==> src/rtl/cache_pkg.sv <==
`default_nettype none
// ============================================================================
// Module      : cache_pkg
// Description : Shared types and default geometry for the tree-PLRU set
//               controller. Holds default sizes, the per-set tree type, the
//               way and set index types, and the controller state encoding.
// Revision    : 1.0 - initial release
// ============================================================================
package cache_pkg;

    localparam int unsigned c_NUM_SETS      = 64;
    localparam int unsigned c_ASSOCIATIVITY = 4;
    localparam int unsigned c_SET_BITS      = $clog2(c_NUM_SETS);
    localparam int unsigned c_WAY_BITS      = $clog2(c_ASSOCIATIVITY);

    // One tree-PLRU word per set: ASSOCIATIVITY-1 node bits, bit 0 is the root.
    typedef logic [c_ASSOCIATIVITY-2:0] plru_t;
    typedef logic [c_WAY_BITS-1:0]      way_t;
    typedef logic [c_SET_BITS-1:0]      set_idx_t;

    typedef enum logic [1:0] {
        ST_INIT = 2'd0,
        ST_IDLE = 2'd1,
        ST_RESP = 2'd2
    } state_t;

endpackage
`default_nettype wire

==> src/rtl/plru_tree.sv <==
`default_nettype none
// ============================================================================
// Module      : plru_tree
// Description : Combinational tree-PLRU helper. Given the node bits of one
//               set it returns the victim way, and given an accessed way it
//               returns the node bits with that way promoted to MRU.
//               Node 0 is the root; children of node i are 2i+1 and 2i+2.
//               A node bit of 0 points the victim into the lower half.
// Ports       : old_bits   in  current tree bits
//               access_way in  way being promoted
//               new_bits   out tree bits after promoting access_way
//               victim_way out way selected by following the tree bits
// Revision    : 1.0 - initial release
// ============================================================================
module plru_tree #(
    parameter  int unsigned ASSOCIATIVITY = 4,
    localparam int unsigned WAY_W         = $clog2(ASSOCIATIVITY),
    localparam int unsigned TREE_W        = ASSOCIATIVITY - 1
) (
    input  logic [TREE_W-1:0] old_bits,
    input  logic [WAY_W-1:0]  access_way,
    output logic [TREE_W-1:0] new_bits,
    output logic [WAY_W-1:0]  victim_way
);

    // Victim walk: each visited node bit becomes the next way bit, MSB first.
    always_comb begin : p_victim
        logic [WAY_W-1:0] w_node;
        logic             w_dir;
        victim_way = '0;
        w_node     = '0;
        for (int lvl = 0; lvl < int'(WAY_W); lvl++) begin
            w_dir                      = old_bits[w_node];
            victim_way[WAY_W-1-lvl]    = w_dir;
            w_node = (w_node << 1) + WAY_W'(1) + WAY_W'(w_dir);
        end
    end

    // Promotion: each node on the access path is pointed away from the
    // accessed half; nodes off the path keep their value.
    always_comb begin : p_update
        logic [WAY_W-1:0] w_node;
        logic             w_dir;
        new_bits = old_bits;
        w_node   = '0;
        for (int lvl = 0; lvl < int'(WAY_W); lvl++) begin
            w_dir            = access_way[WAY_W-1-lvl];
            new_bits[w_node] = ~w_dir;
            w_node = (w_node << 1) + WAY_W'(1) + WAY_W'(w_dir);
        end
    end

endmodule
`default_nettype wire

==> src/rtl/plru_set_ctrl.sv <==
`default_nettype none
// ============================================================================
// Module      : plru_set_ctrl
// Description : Per-set tree-PLRU state owner for an N-way set-associative
//               cache. Serves one lookup at a time: returns the hit way, the
//               lowest invalid way, or the PLRU victim, then promotes the
//               returned way to MRU when the response is consumed. Clears all
//               sets with a set-walking sequence after reset and on flush.
// Ports       : clk            in  clock
//               resetn         in  synchronous active-low reset
//               flush_req      in  pulse: clear all PLRU state
//               busy           out clear walk in progress
//               req_valid      in  lookup request valid
//               req_ready      out lookup request can be accepted
//               req_set        in  set index
//               req_hit        in  tag hit in this set
//               req_hit_way    in  hit way (ignored on miss)
//               req_valid_mask in  line-valid bits of the set
//               resp_valid     out response valid
//               resp_ready     in  response consumed
//               resp_set       out set of the held response
//               resp_way       out way to use (hit way or victim)
// Revision    : 1.0 - initial release
// ============================================================================
module plru_set_ctrl
    import cache_pkg::*;
#(
    parameter  int unsigned NUM_SETS      = c_NUM_SETS,
    parameter  int unsigned ASSOCIATIVITY = c_ASSOCIATIVITY,
    localparam int unsigned SET_W         = $clog2(NUM_SETS),
    localparam int unsigned WAY_W         = $clog2(ASSOCIATIVITY),
    localparam int unsigned TREE_W        = ASSOCIATIVITY - 1
) (
    input  logic                     clk,
    input  logic                     resetn,
    input  logic                     flush_req,
    output logic                     busy,
    input  logic                     req_valid,
    output logic                     req_ready,
    input  logic [SET_W-1:0]         req_set,
    input  logic                     req_hit,
    input  logic [WAY_W-1:0]         req_hit_way,
    input  logic [ASSOCIATIVITY-1:0] req_valid_mask,
    output logic                     resp_valid,
    input  logic                     resp_ready,
    output logic [SET_W-1:0]         resp_set,
    output logic [WAY_W-1:0]         resp_way
);

    localparam logic [SET_W-1:0] c_LAST_SET = SET_W'(NUM_SETS - 1);

    state_t             r_state;
    logic [SET_W-1:0]   r_walk_idx;
    logic               r_busy;
    logic               r_req_ready;
    logic               r_resp_valid;
    logic [SET_W-1:0]   r_resp_set;
    logic [WAY_W-1:0]   r_resp_way;
    logic [TREE_W-1:0]  r_table [NUM_SETS];

    logic [TREE_W-1:0]  w_tree_old;
    logic [TREE_W-1:0]  w_tree_new;
    logic [WAY_W-1:0]   w_victim;
    logic               w_has_invalid;
    logic [WAY_W-1:0]   w_first_invalid;
    logic [WAY_W-1:0]   w_sel_way;
    logic               w_handshake;

    // Single tree instance: in RESP it promotes the held way in the held set;
    // otherwise it reads the requested set to produce the victim. Only one
    // lookup is ever in flight, so sharing it is hazard-free.
    assign w_tree_old = (r_state == ST_RESP) ? r_table[r_resp_set] : r_table[req_set];

    plru_tree #(
        .ASSOCIATIVITY (ASSOCIATIVITY)
    ) u_plru_tree (
        .old_bits   (w_tree_old),
        .access_way (r_resp_way),
        .new_bits   (w_tree_new),
        .victim_way (w_victim)
    );

    // Lowest-index invalid way; scanning downward lets the lowest win.
    always_comb begin : p_first_invalid
        w_has_invalid   = 1'b0;
        w_first_invalid = '0;
        for (int i = int'(ASSOCIATIVITY) - 1; i >= 0; i--) begin
            if (!req_valid_mask[i]) begin
                w_has_invalid   = 1'b1;
                w_first_invalid = i[WAY_W-1:0];
            end
        end
    end

    always_comb begin : p_sel_way
        w_sel_way = w_victim;
        if (req_hit) begin
            w_sel_way = req_hit_way;
        end else if (w_has_invalid) begin
            w_sel_way = w_first_invalid;
        end
    end

    assign w_handshake = (r_state == ST_RESP) && resp_ready;

    // Control FSM. Reset outranks flush; flush outranks everything else, so a
    // pending response is dropped and a same-cycle request is not accepted.
    always_ff @(posedge clk) begin : p_fsm
        if (!resetn) begin
            r_state      <= ST_INIT;
            r_walk_idx   <= '0;
            r_busy       <= 1'b1;
            r_req_ready  <= 1'b0;
            r_resp_valid <= 1'b0;
            r_resp_set   <= '0;
            r_resp_way   <= '0;
        end else if (flush_req) begin
            r_state      <= ST_INIT;
            r_walk_idx   <= '0;
            r_busy       <= 1'b1;
            r_req_ready  <= 1'b0;
            r_resp_valid <= 1'b0;
        end else begin
            case (r_state)
                ST_INIT: begin
                    if (r_walk_idx == c_LAST_SET) begin
                        r_state     <= ST_IDLE;
                        r_walk_idx  <= '0;
                        r_busy      <= 1'b0;
                        r_req_ready <= 1'b1;
                    end else begin
                        r_walk_idx  <= r_walk_idx + SET_W'(1);
                    end
                end
                ST_IDLE: begin
                    if (req_valid) begin
                        r_state      <= ST_RESP;
                        r_resp_set   <= req_set;
                        r_resp_way   <= w_sel_way;
                        r_resp_valid <= 1'b1;
                        r_req_ready  <= 1'b0;
                    end
                end
                ST_RESP: begin
                    if (resp_ready) begin
                        r_state      <= ST_IDLE;
                        r_resp_valid <= 1'b0;
                        r_req_ready  <= 1'b1;
                    end
                end
                default: begin
                    r_state      <= ST_INIT;
                    r_walk_idx   <= '0;
                    r_busy       <= 1'b1;
                    r_req_ready  <= 1'b0;
                    r_resp_valid <= 1'b0;
                end
            endcase
        end
    end

    // PLRU table: single write port shared by the clear walk and promotion.
    // No write happens in a reset or flush cycle.
    always_ff @(posedge clk) begin : p_table
        if (resetn && !flush_req) begin
            if (r_state == ST_INIT) begin
                r_table[r_walk_idx] <= '0;
            end else if (w_handshake) begin
                r_table[r_resp_set] <= w_tree_new;
            end
        end
    end

    assign busy       = r_busy;
    assign req_ready  = r_req_ready;
    assign resp_valid = r_resp_valid;
    assign resp_set   = r_resp_set;
    assign resp_way   = r_resp_way;

endmodule
`default_nettype wire
==> config.mk <==
export PLATFORM = sky130hd
export DESIGN_NAME = plru_set_ctrl
export DESIGN_NICKNAME = d
export VERILOG_FILES = /design/src/rtl/cache_pkg.sv /design/src/rtl/plru_tree.sv /design/src/rtl/plru_set_ctrl.sv
export SDC_FILE = /design/constraint.sdc
export NUM_CORES = 1
export LEC_CHECK = 0
export BUFFER_PORTS_ARGS = -buffer_cell sky130_fd_sc_hd__buf_4
export CORE_ASPECT_RATIO = 1.5
export CORE_MARGIN = 10
export CORE_UTILIZATION = 56
export DETAILED_ROUTE_END_ITERATION = 16
export PLACE_DENSITY = 0.82
export REMOVE_ABC_BUFFERS = 1
export SYNTH_ARGS = -nofsm -noshare
export SYNTH_HDL_FRONTEND = slang
export SYNTH_SLANG_ARGS = --single-unit
==> constraint.sdc <==
create_clock -name clk -period 5.7 [get_ports clk]
set_clock_uncertainty 0.05 [all_clocks]
set_input_delay 0.855 -clock clk [delete_from_list [all_inputs] [get_ports clk]]
set_output_delay 0.855 -clock clk [all_outputs]
set_load 0.005 [all_outputs]
==> results.yml, run 1 <==
setup_path:
  crit_type: "reg2reg"
  cp-end-kind: "flop"
  cp-start-kind: "flop"
  crit_buf_inv: 0
  path_cells: "mux4_2 > mux4_2 > o22ai_1 > o31ai_1 > o22ai_1 > mux2i_1 > and2_2"
  crit_family: "multiplexers"
  worstPathArrival_ns: 4.00
  max_stage_delay_ns: 1.06
  cp_max_fo: 64
  slowest_stage: "dfxtp_4"
  worst_ep_required_time_ns: 5.71
die:
  num_rows: 61
  io_pins: 29
  core_area_um2: 18500
  die_area_um2: 24700
  dieWidth_um: 132
  start_util_pct: 56.7
  die_y_um: 188
synth:
  synth_seq_cells: 216
  async_reset_ff_share_pct: 0
  synth_edf_count: 192
  postSynthAreaPerCell_um2: 15.4
  syn_area_um2: 10500
  yosysWarningCount: 0
  synth-main-ff-cell: "edfxtp_1"
  synth_cells: 679
  yosysSeqAreaShare_pct: 59.6
  synth_cell_types: 49
timing:
  rsz0062_at_grt: "false"
  hold_viol: 0
  setup_tns_ns: 0
  setup_violations: 0
  drv_slew: 0
  tightest_slew_ns: 1.14
  max-slew-margin-rel_pct: 24.2
  period_minus_slack_ns: 3.99
  post-route-period-util_pct: 70.1
  fmax_mhz: 250
global_routing:
  antenna_found_initial: 0
  grt_use_met2_pct: 38.9
  grt_pass1_vias: 6907
  grt_use_total_pct: 21.5
  met1_usage_pct: 23.4
  grt_max_degree: 65
  grt_overflow: 0
  grt_pass1_wl_mm: 41.2
  grtUsageMet3_pct: 3.45
  busiest_layer: "met2"
final_layout:
  final-instance-count-excl-fill: 962
  layout.nets: 722
  drive_gt1_share_pct: 22.8
  syn_to_final_growth_pct: 9.26
  antenna-diode-count: 0
route:
  first_pass_iters: 5
  routedWlPerCell_um: 28.2
  via_count: 6674
  drcViolationCount: 0
  ant_nets: 0
  vias_per_cell: 6.94
  drt_wl_total_mm: 27.1
  drtIter0Drc: 716
placed_design:
  numPortBuffers: 28
  dp_hpwl_mm: 18.1
  dpl.cell_count: 932
  gp_congestion: 0.943
min_path:
  worstHoldStart: "busy"
  hold_class: "reg2reg"
power:
  irDropWorstVdd_mv: 0.321
  powerDensity_nw_per_um2: 264
  power.leakage_nw: 3.69
cts:
  post-cts-setup-buffer-count: 0
  clk_pin_slew_ns: 0.07
  clock-sinks: 216
  clk_path_buf_depth: 3
  clock_latency_ns: 0.48
  h-tree-depth: 1
  cts_resized: 0
  cts_tree: "done"
  postCtsHoldBufs: 0
  cts_buffers: 18
  clock-root-buffer: "clkbuf_16"
flow_run:
  cap_viol_max_count: 0
status:
  outcome: "finished, final reports clean"
[power by group]
part	internal, mW	total (mW)	switching (mW)
Sequential	1.70	1.70	0.00166
Combinational	0.0397	0.0954	0.0557
Clock	0.697	1.23	0.536
[area by class of cell]
| type | count | area [µm²] |
|---|---|---|
| Inverter | 11 | 41.3 |
| Timing Repair Buffer | 35 | 263 |
| Sequential cell | 216 | 6250 |
| Clock inverter | 7 | 65.1 |
| Multi-Input combinational cell | 418 | 4000 |
| Clock buffer | 23 | 522 |
| Tap cell | 252 | 315 |
| Fill cell | 1311 | 7020 |
[sequential cells by signal (all words and copies together), names as in the netlist, named ones only]
register    cells
busy            1
resp_way        2
r_table       192
r_state         2
resp_valid      1
resp_set        6
r_walk_idx      6
[path summary, 6_finish.rpt]
| check | cells after the start | to | slack [ns] |
|---|---|---|---|
| setup / recovery | 7 | r_table[23][1] | 1.71 |
| hold reg to reg | 1 | busy | 0.43 |
| hold / removal | 1 | busy | 0.43 |
| setup reg to reg | 7 | r_table[23][1] | 1.71 |
[metrics by stage]
| step | utilization [%] | hold WS, ns | area, µm² | power (mW) | worst slack (ns) |
|---|---|---|---|---|---|
| after detailed placement | 58.8 | 0.405 | 10900 | 1.83 | 1.36 |
| after floorplan | - | 0.411 | 10300 | 1.78 | 0.194 |
| final | 62.0 | 0.428 | 11500 | 3.03 | 1.71 |
| after global routing | 62.0 | 0.457 | 11500 | 3.10 | 1.49 |
| after global placement | 58.8 | 0.401 | 10900 | 1.82 | 1.43 |
| after CTS | 62.0 | 0.429 | 11500 | 3.03 | 1.70 |
[routing by layer]
| metal | part of all wire, % | up-vias | routed length, µm |
|---|---|---|---|
| met5 | 0 | - | 0 |
| met4 | 6.2 | 0 | 1680 |
| met3 | 8.2 | 105 | 2210 |
| met2 | 54 | 469 | 14500 |
| met1 | 32 | 3335 | 8700 |
| li1 | - | 2765 | - |
[Yosys cell counts (5+ instances only)]
cell type | instances | share of area [%]
a31oi_1 | 5 | 0.30
inv_1 | 10 | 0.36
edfxtp_1 | 192 | 55
o21ai_0 | 10 | 0.48
nor2_1 | 85 | 3.0
and2_1 | 9 | 0.54
dfxtp_1 | 24 | 4.6
mux4_1 | 6 | 1.5
a21oi_1 | 13 | 0.62
mux2_2 | 8 | 0.86
mux2i_1 | 33 | 3.2
a22o_1 | 6 | 0.50
nand2b_1 | 9 | 0.54
nand2_1 | 47 | 1.7
buf_2 | 9 | 0.43
o22ai_1 | 8 | 0.48
buf_6 | 8 | 0.86
nand3_1 | 11 | 0.53
a21boi_0 | 6 | 0.43
nor2b_1 | 14 | 0.84
mux4_2 | 81 | 17
clkbuf_1 | 13 | 0.47
o221ai_1 | 6 | 0.50
a22oi_1 | 20 | 1.4
[layout by cell type (no fill, tap or decap), types with 2 or more instances in the layout]
cell type  instances
and2_1             7
dfxtp_1           23
clkbuf_1           2
o31ai_1            3
and2_2             2
buf_4             35
o21ai_0           10
a211o_1            3
nand3b_1           3
inv_1             10
nor3_1             4
nand2b_1           9
a31oi_1            5
o221ai_1           6
mux4_1             6
nand3_1           11
edfxtp_1         192
and3_1             2
mux2_2             8
or2_2              4
clkinv_1           2
mux2i_1           33
o22ai_1            8
nand2_1           47
mux4_2            81
a22oi_1           20
a21oi_1           13
clkinv_2           2
a21boi_0           6
ha_1               4
nor2b_1           14
a22o_1             6
clkbuf_16         20
nor2_1            85
xnor2_1            2
nor3b_1            2
inv_4              2
nand4_1            2
[cells by family after synthesis]
group | synth area share [%]
flops | 59.6
simple gates | 8.33
mux | 22.9
compound gates | 6.06
buf+inv | 2.36
fa+ha+maj | 0.478
xor+xnor | 0.251
No activity file was read; power rests on OpenSTA's default activity.
==> inputs of run 2 (changes only) <==
==> constraint.sdc (replaced) <==
create_clock -name clk -period 3.2 [get_ports clk]
set_clock_uncertainty 0.05 [all_clocks]
set_input_delay 0.48 -clock clk [delete_from_list [all_inputs] [get_ports clk]]
set_output_delay 0.48 -clock clk [all_outputs]
set_load 0.005 [all_outputs]
==> results.yml, run 2 (synthesis gave the netlist of run 1 again) <==
die:
  dieWidth_um: 132
  start_util_pct: 56.7
  core_area_um2: 18500
  io_pins: 29
  die_area_um2: 24700
  die_y_um: 188
  num_rows: 61
timing:
  tightest_slew_ns: 0.761
  drv_slew: 0
  max-slew-margin-rel_pct: 49.1
  whs_ns: 0.255
  fmax_mhz: 330
  post-route-period-util_pct: 94.7
  setup_violations: 0
  hold_viol: 0
  period_minus_slack_ns: 3.03
min_path:
  hold_depth: 3
  hold_class: "in2reg"
power:
  p_int_mw: 4.42
  power.leakage_nw: 3.57
  seqPwrFrac_pct: 55.1
  powerDensity_nw_per_um2: 464
  pwr-share-clk_pct: 41.3
  irDropWorstVdd_mv: 0.471
  p_sw_mw: 1.08
  p_comb_share_pct: 3.6
  switching_share_pct: 19.6
placed_design:
  place_area_um2: 11200
  numPortBuffers: 28
  gp_congestion: 0.947
  dp_hpwl_mm: 19.1
route:
  ant_nets: 0
  vias_per_cell: 6.86
  first_pass_iters: 5
  drcViolationCount: 0
  via_count: 6816
  routedWlPerCell_um: 27.2
  drt_wl_total_mm: 27.1
  drtIter0Drc: 716
final_layout:
  final_cell_area_um2: 11800
  final_common_cell: "edfxtp_1"
  utilization_pct: 64.1
  largest_reg_flops: 192
  regMostFlops: "r_table"
  antenna-diode-count: 0
  layout.nets: 752
  final_cell_mix: "edfxtp_1, nor2_1, mux4_2"
  syn_to_final_growth_pct: 13.0
  drive_gt1_share_pct: 25.9
cts:
  h-tree-depth: 1
  clock-root-buffer: "clkbuf_16"
  cts_buffers: 19
  clock-sinks: 216
  clk_pin_slew_ns: 0.07
  postCtsHoldBufs: 0
  cts_tree: "done"
  clk_path_buf_depth: 3
  clock_latency_ns: 0.49
setup_path:
  cp_max_fo: 14
  cp-end-kind: "flop"
  worst_ep_required_time_ns: 3.30
  cp-start-kind: "flop"
  worstPathArrival_ns: 3.13
  crit_type: "reg2reg"
  r2r_cells: 9
flow_run:
  cap_viol_max_count: 0
global_routing:
  antenna_found_initial: 0
  grt_max_degree: 65
  grt_pass1_wl_mm: 41.7
  grt_use_total_pct: 21.5
  grt_overflow: 0
  grt_pass1_vias: 7099
status:
  outcome: "finished, final reports clean"
run 2: cell types whose count changed in the layout (fill, tap and decap cells not counted), moves of 2 or more:
cell,delta
buf_12,+12
clkbuf_1,+3
buf_4,+17
inv_4,-2
run 2: worst paths after layout:
check,from,endpoint,slack (ns)
setup reg to reg,r_state[0],r_table[34][0],0.17
setup / recovery,r_state[0],r_table[34][0],0.17
hold reg to reg,busy,busy,0.43
hold / removal,req_hit_way[1],resp_way[1],0.26
run 2: timing repair:
item | in CTS | in global routing
endpoints found under the setup margin | 0 | 67
resized for setup | 0 | 1
buffers inserted | 0 | 2
endpoints found under the hold margin | 0 | 0
run 2: cell type report:
type / count / area (µm²)
fillers: 1286 / 6630
flip-flops and latches: 216 / 6250
inverters: 11 / 41.3
clock inverters: 7 / 86.3
well taps: 252 / 315
multi-input cells: 418 / 4000
repair buffers: 64 / 631
clock buffers: 26 / 522
run 2: layer usage:
layer | part of all wire (%) | vias to the layer above | wire (µm) | GRT usage [%]
li1 | - | 2821 | - | -
met3 | 8.0 | 102 | 2180 | 2.86
met4 | 5.2 | 0 | 1400 | 10.2
met5 | 0 | - | 0 | 0
met1 | 33 | 3430 | 8990 | 24.4
met2 | 54 | 463 | 14500 | 39.2
run 2: critical path, cell delays in order, from the launching register on:
cell and delay (ns):
dfxtp_1 0.34, inv_1 0.12, ha_1 0.19, nand2_1 0.13
nor3_1 0.18, buf_4 0.26, mux2i_1 0.38, nor2b_1 0.23
nand2_1 0.38, nor2_1 0.45
run 2: power groups by stage:
stage          Combinational, mW  Sequential [mW]  Clock (mW)
2_1_floorplan             0.0891             3.09           0
3_3_place_gp               0.190             3.09           0
5_1_grt                    0.211             3.03        2.40
4_1_cts                    0.196             3.03        2.28
6_report                   0.200             3.03        2.27
3_5_place_dp               0.194             3.09           0
run 2: metrics by stage:
stage / instances / setup TNS [ns] / setup WS (ns) / total power, mW
2_1_floorplan: 645 / -336.27 / -1.97 / 3.18
3_3_place_gp: 959 / -0.0255 / -0.00165 / 3.28
3_5_place_dp: 959 / -4.46 / -0.0774 / 3.28
4_1_cts: 992 / 0 / 0.0517 / 5.50
5_1_grt: 994 / -0.0509 / -0.0160 / 5.63
6_report: 994 / 0 / 0.170 / 5.50
